**src/rtl/dcache_write_buffer.sv**
```systemverilog
// dcache_write_buffer
//
// In-order FIFO write buffer between the data cache and the AXI bridge's data
// write port. Dirty-line write-backs (type 3'b100) and uncached stores
// (types 3'b000/001/010) are queued here, so a refill does not have to wait
// for a write-back to finish. A line-address hazard check tells the dcache
// whether a miss address still has a write pending.
//
// Optional feature: define WBUF_MERGE_EN to fold a write into the youngest
// queued entry when type and address match exactly.
//
// Ports:
//   clk, reset        clock, synchronous active-high reset
//   in_valid/in_ready dcache write handshake; transfer when both are high
//   in_type           3'b100 = full line, otherwise the AXI size code
//   in_addr           write address (line-aligned for lines)
//   in_wstrb          byte strobes (4'hf for lines)
//   in_data           write data, word 0 in [31:0]
//   wr_req/wr_rdy     request/ready handshake to the bridge data write port
//   wr_type/addr/wstrb/data  head entry presented to the bridge
//   bridge_empty      bridge has no write outstanding
//   query_addr        dcache miss address to check
//   query_hit         a pending write targets the same line
//   all_empty         buffer and bridge both drained

module dcache_write_buffer #(
  parameter int DEPTH        = 4,
  parameter int LINE_WIDTH   = 128,
  parameter int OFFSET_WIDTH = 4
) (
  input  logic                  clk,
  input  logic                  reset,
  input  logic                  in_valid,
  output logic                  in_ready,
  input  logic [2:0]            in_type,
  input  logic [31:0]           in_addr,
  input  logic [3:0]            in_wstrb,
  input  logic [LINE_WIDTH-1:0] in_data,
  output logic                  wr_req,
  output logic [2:0]            wr_type,
  output logic [31:0]           wr_addr,
  output logic [3:0]            wr_wstrb,
  output logic [LINE_WIDTH-1:0] wr_data,
  input  logic                  wr_rdy,
  input  logic                  bridge_empty,
  input  logic [31:0]           query_addr,
  output logic                  query_hit,
  output logic                  all_empty
);

  localparam int PTR_W = $clog2(DEPTH);
  localparam logic [PTR_W:0] FULL_COUNT = (PTR_W+1)'(DEPTH);

  logic [2:0]            type_mem  [DEPTH];
  logic [31:0]           addr_mem  [DEPTH];
  logic [3:0]            wstrb_mem [DEPTH];
  logic [LINE_WIDTH-1:0] data_mem  [DEPTH];

  logic [PTR_W-1:0] head;
  logic [PTR_W-1:0] tail;
  logic [PTR_W:0]   count;
  logic             pop;
  logic             push;
  logic             merge_ok;
  logic [DEPTH-1:0] entry_valid;

  // Only the line part of the query address takes part in the hazard check.
  logic query_offset_unused;
  assign query_offset_unused = ^query_addr[OFFSET_WIDTH-1:0];

  assign wr_req = (count != '0);
  assign pop    = wr_req && wr_rdy;

`ifdef WBUF_MERGE_EN
  logic [PTR_W-1:0] youngest;
  assign youngest = tail - PTR_W'(1);

  // The youngest entry is only safe to update if the bridge is not taking it
  // this very cycle; with a single entry, head and youngest are the same slot.
  assign merge_ok = in_valid && (count != '0)
                    && !(pop && (count == (PTR_W+1)'(1)))
                    && (type_mem[youngest] == in_type)
                    && (addr_mem[youngest] == in_addr);
`else
  assign merge_ok = 1'b0;
`endif

  // A pop in the same cycle deliberately does not free a slot for a push.
  assign in_ready = (count < FULL_COUNT) || merge_ok;
  assign push     = in_valid && in_ready && !merge_ok;

  // Entry storage has no reset; validity comes from head/count only.
  always_ff @(posedge clk) begin
    if (push) begin
      type_mem[tail]  <= in_type;
      addr_mem[tail]  <= in_addr;
      wstrb_mem[tail] <= in_wstrb;
      data_mem[tail]  <= in_data;
    end
`ifdef WBUF_MERGE_EN
    else if (merge_ok) begin
      if (in_type == 3'b100) begin
        data_mem[youngest] <= in_data;
      end else begin
        for (int b = 0; b < 4; b++) begin
          if (in_wstrb[b]) begin
            data_mem[youngest][8*b +: 8] <= in_data[8*b +: 8];
          end
        end
        wstrb_mem[youngest] <= wstrb_mem[youngest] | in_wstrb;
      end
    end
`endif
  end

  // Pointers wrap naturally at DEPTH; count carries the extra full bit.
  always_ff @(posedge clk) begin
    if (reset) begin
      head  <= '0;
      tail  <= '0;
      count <= '0;
    end else begin
      if (push) begin
        tail <= tail + PTR_W'(1);
      end
      if (pop) begin
        head <= head + PTR_W'(1);
      end
      case ({push, pop})
        2'b10:   count <= count + (PTR_W+1)'(1);
        2'b01:   count <= count - (PTR_W+1)'(1);
        default: count <= count;
      endcase
    end
  end

  assign wr_type  = type_mem[head];
  assign wr_addr  = addr_mem[head];
  assign wr_wstrb = wstrb_mem[head];
  assign wr_data  = data_mem[head];

  // A slot is live when its distance from head is below count.
  always_comb begin
    entry_valid = '0;
    for (int i = 0; i < DEPTH; i++) begin
      entry_valid[i] = ({1'b0, PTR_W'(PTR_W'(i) - head)} < count);
    end
  end

  // The head entry being popped is still live here, and an accepted push is
  // included, so the check errs on the side of reporting a hazard.
  always_comb begin
    query_hit = in_valid && in_ready
                && (in_addr[31:OFFSET_WIDTH] == query_addr[31:OFFSET_WIDTH]);
    for (int i = 0; i < DEPTH; i++) begin
      if (entry_valid[i]
          && (addr_mem[i][31:OFFSET_WIDTH] == query_addr[31:OFFSET_WIDTH])) begin
        query_hit = 1'b1;
      end
    end
  end

  assign all_empty = (count == '0) && bridge_empty;

  // Types 3'b011 and 3'b101..3'b111 are stored unchanged but never expected.
  legal_type_check: assert property (@(posedge clk) disable iff (reset)
    (in_valid && in_ready) |-> (in_type inside {3'b000, 3'b001, 3'b010, 3'b100}));

endmodule

```
**config.mk**
```make
export PLATFORM = sky130hd
export DESIGN_NAME = dcache_write_buffer
export DESIGN_NICKNAME = d
export VERILOG_FILES = /design/src/rtl/dcache_write_buffer.sv
export SDC_FILE = /design/constraint.sdc
export NUM_CORES = 1
export LEC_CHECK = 0
export ABC_CLOCK_PERIOD_IN_PS = 8550
export CAP_MARGIN = 20
export CORE_ASPECT_RATIO = 1.4
export CORE_MARGIN = 2
export CORE_UTILIZATION = 54
export CTS_BUF_LIST = sky130_fd_sc_hd__clkbuf_16
export DETAILED_ROUTE_END_ITERATION = 6
export GPL_TIMING_DRIVEN = 1
export HOLD_SLACK_MARGIN = 0.02
export PLACE_DENSITY_LB_ADDON = 0.05
export RECOVER_POWER = 100
export SLEW_MARGIN = 0
export SYNTH_ARGS = -nofsm -noshare
export SYNTH_HDL_FRONTEND = slang
export SYNTH_SLANG_ARGS = --single-unit
```
**constraint.sdc**
```tcl
create_clock -name clk -period 8.55 [get_ports clk]
set_input_delay 2.1375 -clock clk [delete_from_list [all_inputs] [get_ports clk]]
set_output_delay 2.1375 -clock clk [all_outputs]
set_load 0.01 [all_outputs]
```
==> flow_summary.json, run 1 <==
{
  "run_status": "complete, but fails checks",
  "failed_checks": "capacitance limit, slew limit",
  "antenna_found_initial": 32,
  "drt-pass1-iter-count": 5,
  "crit_path_cell_trace": "clkbuf_1 -> mux4_2 -> dlygate4sd3_1",
  "worst-slew-pin-transition_ns": 4.43,
  "power.leakage_nw": 10.4,
  "maxCapViolations": 10,
  "area_growth_syn_to_layout_pct": 23.2,
  "grt_first_pass_wirelength_um": 81800,
  "grt_pass1_vias": 13300,
  "max_stage_delay_ns": 2.39,
  "drc": 0,
  "cts_made_buffers": 60,
  "layout_common_cells": "edfxtp_1, dlygate4sd3_1, mux4_2",
  "finalPower_mw": 9.24,
  "clock_sinks": 677,
  "ant_nets": 0,
  "grt_setup_unrepaired": "no",
  "hold_path_class": "reg2reg",
  "global_route.overflow_total": 0,
  "post_synth_inst_count": 1159,
  "die_w_um": 191,
  "start_util_pct": 54.8,
  "yosys.cell_types.count": 28,
  "worst-path-buf-inv": 2,
  "critical_path.max_fanout": 56,
  "cts_tree": "built",
  "critical-path-slowest-cell": "dfxtp_1",
  "headroom_to_the_max_slew_limit_pct": -196,
  "path_class": "reg2out",
  "clkSlewWorstSetupHoldPaths_ns": 0.06,
  "worst_path_dominant_cell_family": "flip-flops",
  "timing.final.crit_period_ns": 7.25,
  "routed_wl_um": 55200,
  "num-nets-final": 1751,
  "cts-root-to-sink-buffers": 3,
  "route.vias.total": 12600,
  "wire_per_inst_um": 24.7,
  "cp-end-kind": "output pin",
  "gp_routability_congestion": 0.857,
  "drive_gt1_share_pct": 16.4,
  "ys_seq_area_share_pct": 76.9,
  "vdd_ir_drop_max_uv": 213,
  "rows": 95,
  "ctsHoldBuffers": 0,
  "yosys_register_bits": 677,
  "finalSetupTns_ns": 0,
  "powerDensity_nw_per_um2": 285,
  "grt_max_degree": 98,
  "worst_ep_arrival_time_ns": 5.11,
  "setup_viol": 0,
  "clock_insertion_delay_worst_skew_ns": 0.60,
  "post-cts-setup-buffer-count": 0,
  "synth-warning-count": 0,
  "finished_cell_area_um2": 32400,
  "detailedRoute.firstIterationViolations": 740,
  "post_dp_cell_area_um2": 30600,
  "synthesis.area_per_instance_um2": 22.7,
  "syn-cell-area_um2": 26300,
  "finalHoldViolCount": 0,
  "max_clock_freq_mhz": 138,
  "clock-root-buffer": "clkbuf_16",
  "final.setup_skew_ns": 0.0193,
  "fp.dieH_um": 265,
  "routed_via_density": 5.65,
  "core_region_area_um2": 48000,
  "buffer_ports.inserted": 370,
  "startpoint_type": "register",
  "final_min_period_over_clock_period_pct": 84.8,
  "post_cts_resized": 0,
  "commonest_non_fill_non_tap_cell_in_the_layout": "edfxtp_1",
  "synthesis.nets": 1373,
  "htree_num_levels": 2,
  "top_level_ports": 375,
  "place_hpwl_um": 35100,
  "finish.utilization_pct": 67.5,
  "cp_data_required_time_ns": 6.41,
  "fp.dieArea_um2": 50600,
  "final_number_of_max_transition_violations": 520,
  "track_usage_pct": 22.1
}
==> report_power, final <==
part           internal [mW]  switching (mW)  total [mW]
Sequential              4.09           0.169        4.26
Combinational           1.26            1.17        2.43
Clock                   1.41            1.13        2.54
==> path summary, 6_finish.rpt <==
path,endpoint,slack (ns),from,depth (start not counted)
max,wr_data[113],1.30,register,3
min,tail[1],0.51,tail[1],2
max reg2reg,data_mem[2][123],3.01,count[2],4
min reg2reg,tail[1],0.51,tail[1],2
==> routing by layer <==
metal	global-route usage [%]	vias to the layer above	routed length (um)
met5	0	-	92
met4	7.75	16	1830
met3	6.50	119	4420
met2	37.0	415	28300
met1	27.6	6532	20500
li1	-	5555	-
==> metrics by stage <==
stage          worst slack [ns]  hold slack, ns  cells
2_1_floorplan              1.67           0.469   1159
6_report                   1.30           0.513   2235
3_3_place_gp               1.80           0.496   2105
4_1_cts                    1.82           0.516   2217
5_1_grt                   0.917           0.550   2230
3_5_place_dp               1.82           0.504   2105
==> layout make-up <==
type | instances | area (um2)
diodes | 18 | 45.0
clock buffers | 61 | 1530
clock inverters | 51 | 343
inverters | 10 | 37.5
well taps | 630 | 788
flip-flops and latches | 677 | 20200
fillers | 3205 | 15600
multi-input cells | 403 | 5630
repair buffers | 385 | 3810
==> worst register-to-register path, cell delays in order (launching register included) <==
cell	delay, ns
dfxtp_1	0.42
nor2b_1	0.59
and2_0	0.23
clkbuf_1	2.48
clkbuf_2	1.39
==> cell families (layout without fill, tap and decap cells) <==
kind of cell / count (synthesis) / after routing / share of synthesized area (%)
buf+inv: 79 / 507 / 1.71
compound gates: 13 / 13 / 0.280
fa+ha+maj: 10 / 10 / 0.504
flops: 677 / 677 / 76.9
other cells: 0 / 18 / 0
xor+xnor: 146 / 146 / 4.86
simple gates: 67 / 67 / 1.47
mux: 167 / 167 / 14.3
==> synth_stat cells, drive strengths merged <==
master | number | area, um2
a21oi | 7 | 35.0
and2 | 5 | 31.3
buf | 65 | 398
clkbuf | 4 | 15.0
dfxtp | 9 | 180
edfxtp | 668 | 20100
fa | 1 | 20.0
ha | 9 | 113
inv | 10 | 37.5
mux4 | 167 | 3760
nand2 | 4 | 15.0
nand3 | 2 | 10.0
nand4 | 10 | 62.6
nor2 | 8 | 30.0
nor2b | 1 | 6.26
nor3 | 2 | 10.0
nor4 | 31 | 194
o2111ai | 2 | 17.5
o21ai | 3 | 15.0
o22ai | 1 | 6.26
or2b | 1 | 7.51
or3 | 2 | 12.5
or4 | 1 | 7.51
xnor2 | 25 | 219
xor2 | 121 | 1060
==> sequential cells by signal, summed over array words and instances, names as in the netlist, named ones only <==
| signal | count |
|---|---|
| data_mem | 512 |
| addr_mem | 128 |
| wstrb_mem | 16 |
| type_mem | 12 |
| count | 3 |
| head | 2 |
| tail | 2 |
Note: power is estimated with default switching activity, not from simulation.
==> run 2: changes to the inputs <==
- ABC_CLOCK_PERIOD_IN_PS: 8550 -> 5900
- CORE_UTILIZATION: 54 -> 49
- clock period: 8.55 -> 5.9 ns (I/O delays scaled with it)
==> flow_summary.json, run 2 (synthesis results as in run 1) <==
{
  "buffer_ports.inserted": 370,
  "timing.hold.worst_endpoint": "count[1]",
  "clkSlewWorstSetupHoldPaths_ns": 0.06,
  "regArea_um2": 20200,
  "startpoint_type": "primary input",
  "gp_routability_congestion": 0.867,
  "finished_cell_area_um2": 32700,
  "run_status": "complete, but fails checks",
  "reg2reg_from": "count[2]",
  "worstReg2RegEnd": "data_mem[1][56]",
  "drive_gt1_share_pct": 16.9,
  "detailedRoute.firstIterationViolations": 638,
  "drt-pass1-iter-count": 4,
  "routed_wl_um": 58100,
  "clock_insertion_delay_worst_skew_ns": 0.60,
  "failed_checks": "capacitance limit, slew limit",
  "multi_input_comb_area_um2": 5630,
  "hold_path_startpoint": "count[1]",
  "grt_setup_unrepaired": "no",
  "hold_path_class": "reg2reg",
  "fp.dieH_um": 278,
  "final.setup_skew_ns": 0.0217,
  "headroom_to_the_max_slew_limit_pct": -106,
  "final_min_period_over_clock_period_pct": 93.4,
  "area_growth_syn_to_layout_pct": 24.1,
  "route.vias.total": 12600,
  "global_route.overflow_total": 0,
  "final_number_of_max_transition_violations": 306,
  "ctsHoldBuffers": 0,
  "maxCapViolations": 5,
  "reg2reg_depth": 4,
  "grt_first_pass_wirelength_um": 84800,
  "top_regs": "data_mem x512, addr_mem x128, wstrb_mem x16",
  "commonest_non_fill_non_tap_cell_in_the_layout": "edfxtp_1",
  "post_dp_cell_area_um2": 30900,
  "grt_max_degree": 94,
  "cts_tree": "built",
  "grt_pass1_vias": 13500,
  "post_cts_resized": 0,
  "top_level_ports": 375,
  "cts_made_buffers": 66,
  "register_to_register_setup_slack_ns": 1.52,
  "fp.dieArea_um2": 55600,
  "routed_via_density": 5.42,
  "worst_ep_arrival_time_ns": 4.04,
  "path_class": "in2out",
  "start_util_pct": 49.5,
  "drc": 0,
  "core_region_area_um2": 53200,
  "hold_path_depth": 2,
  "ant_nets": 0,
  "finalHoldViolCount": 0,
  "htree_num_levels": 3,
  "critical_path.max_fanout": 5,
  "clock_sinks": 677,
  "finalSetupTns_ns": 0,
  "place_hpwl_um": 37600,
  "post-cts-setup-buffer-count": 0,
  "die_w_um": 200,
  "max_flop_register": "data_mem",
  "vdd_ir_drop_max_uv": 310,
  "track_usage_pct": 21.2,
  "worst-slew-pin-transition_ns": 3.09,
  "wire_per_inst_um": 25.0,
  "cp-end-kind": "output pin",
  "setup_viol": 0,
  "clock-root-buffer": "clkbuf_16",
  "power.leakage_nw": 10.5,
  "largest_reg_flops": 512,
  "n_fill_cell": 3799,
  "num-nets-final": 1770,
  "max_clock_freq_mhz": 181,
  "antenna_found_initial": 29,
  "timing.final.crit_period_ns": 5.51,
  "cp_data_required_time_ns": 4.43,
  "cts-root-to-sink-buffers": 3,
  "powerDensity_nw_per_um2": 414,
  "layout_common_cells": "edfxtp_1, dlygate4sd3_1, mux4_2",
  "rows": 100
}
[run 2: cell types whose count changed in the layout (fill, tap and decap cells not counted), sizes merged]
cell | previous run | this run
diode | 18 | 14
dlygate4sd3 | 336 | 331
inv | 17 | 27
bufinv | 4 | 1
clkinv | 38 | 25
buf | 5 | 7
clkdlybuf4s50 | 34 | 39
clkbuf | 71 | 88
clkinvlp | 2 | 0
[run 2: how the worst max path moves through the flow]
stage	start	to	slack, ns	depth (start not counted)
detailed placement	query_addr[16]	query_hit	0.49	7
global placement	query_addr[16]	query_hit	0.49	7
floorplan	in_valid	addr_mem[0][0]	1.55	3
finish	query_addr[16]	query_hit	0.39	7
global route	in_valid	data_mem[1][70]	0.22	5
CTS	query_addr[16]	query_hit	0.48	7
[run 2: worst max-delay path: stages]
cell and delay, ns:
dlygate4sd3_1 0.74, xor2_1 0.36, nor4_1 0.16, nand4_1 0.16
o22ai_1 0.09, or4_1 0.54, clkdlybuf4s50_1 0.50
[run 2: routing by layer]
metal	track usage (%)	share of wire, %	vias up
li1	-	-	5589
met1	25.2	36	6501
met2	36.0	52	401
met3	6.64	8.0	108
met4	8.51	3.2	14
met5	0	0.16	-
[run 2: final cells by class]
cell class	count	area share, %
Tap cell	714	2.73
Clock inverter	43	0.747
Sequential cell	677	62.0
Multi-Input combinational cell	403	17.2
Inverter	10	0.115
Antenna cell	14	0.107
Clock buffer	67	5.13
Timing Repair Buffer	398	11.9
[run 2: metrics by stage]
stage          hold slack (ns)  util (%)  power [mW]  worst slack, ns  instances
2_1_floorplan            0.469         -        8.25             1.55       1159
3_3_place_gp             0.497      58.1        10.2            0.494       2202
3_5_place_dp             0.520      58.1        10.2            0.491       2202
4_1_cts                  0.534      61.7        14.0            0.482       2312
5_1_grt                  0.545      61.4        14.1            0.215       2320
6_report                 0.532      61.4        13.5            0.388       2326
[run 2: power by group]
part           internal [mW]  switching (mW)  leakage (nW)
Combinational           1.84            1.77          3.27
Sequential              5.91           0.214          6.20
Clock                   2.10            1.70         0.988
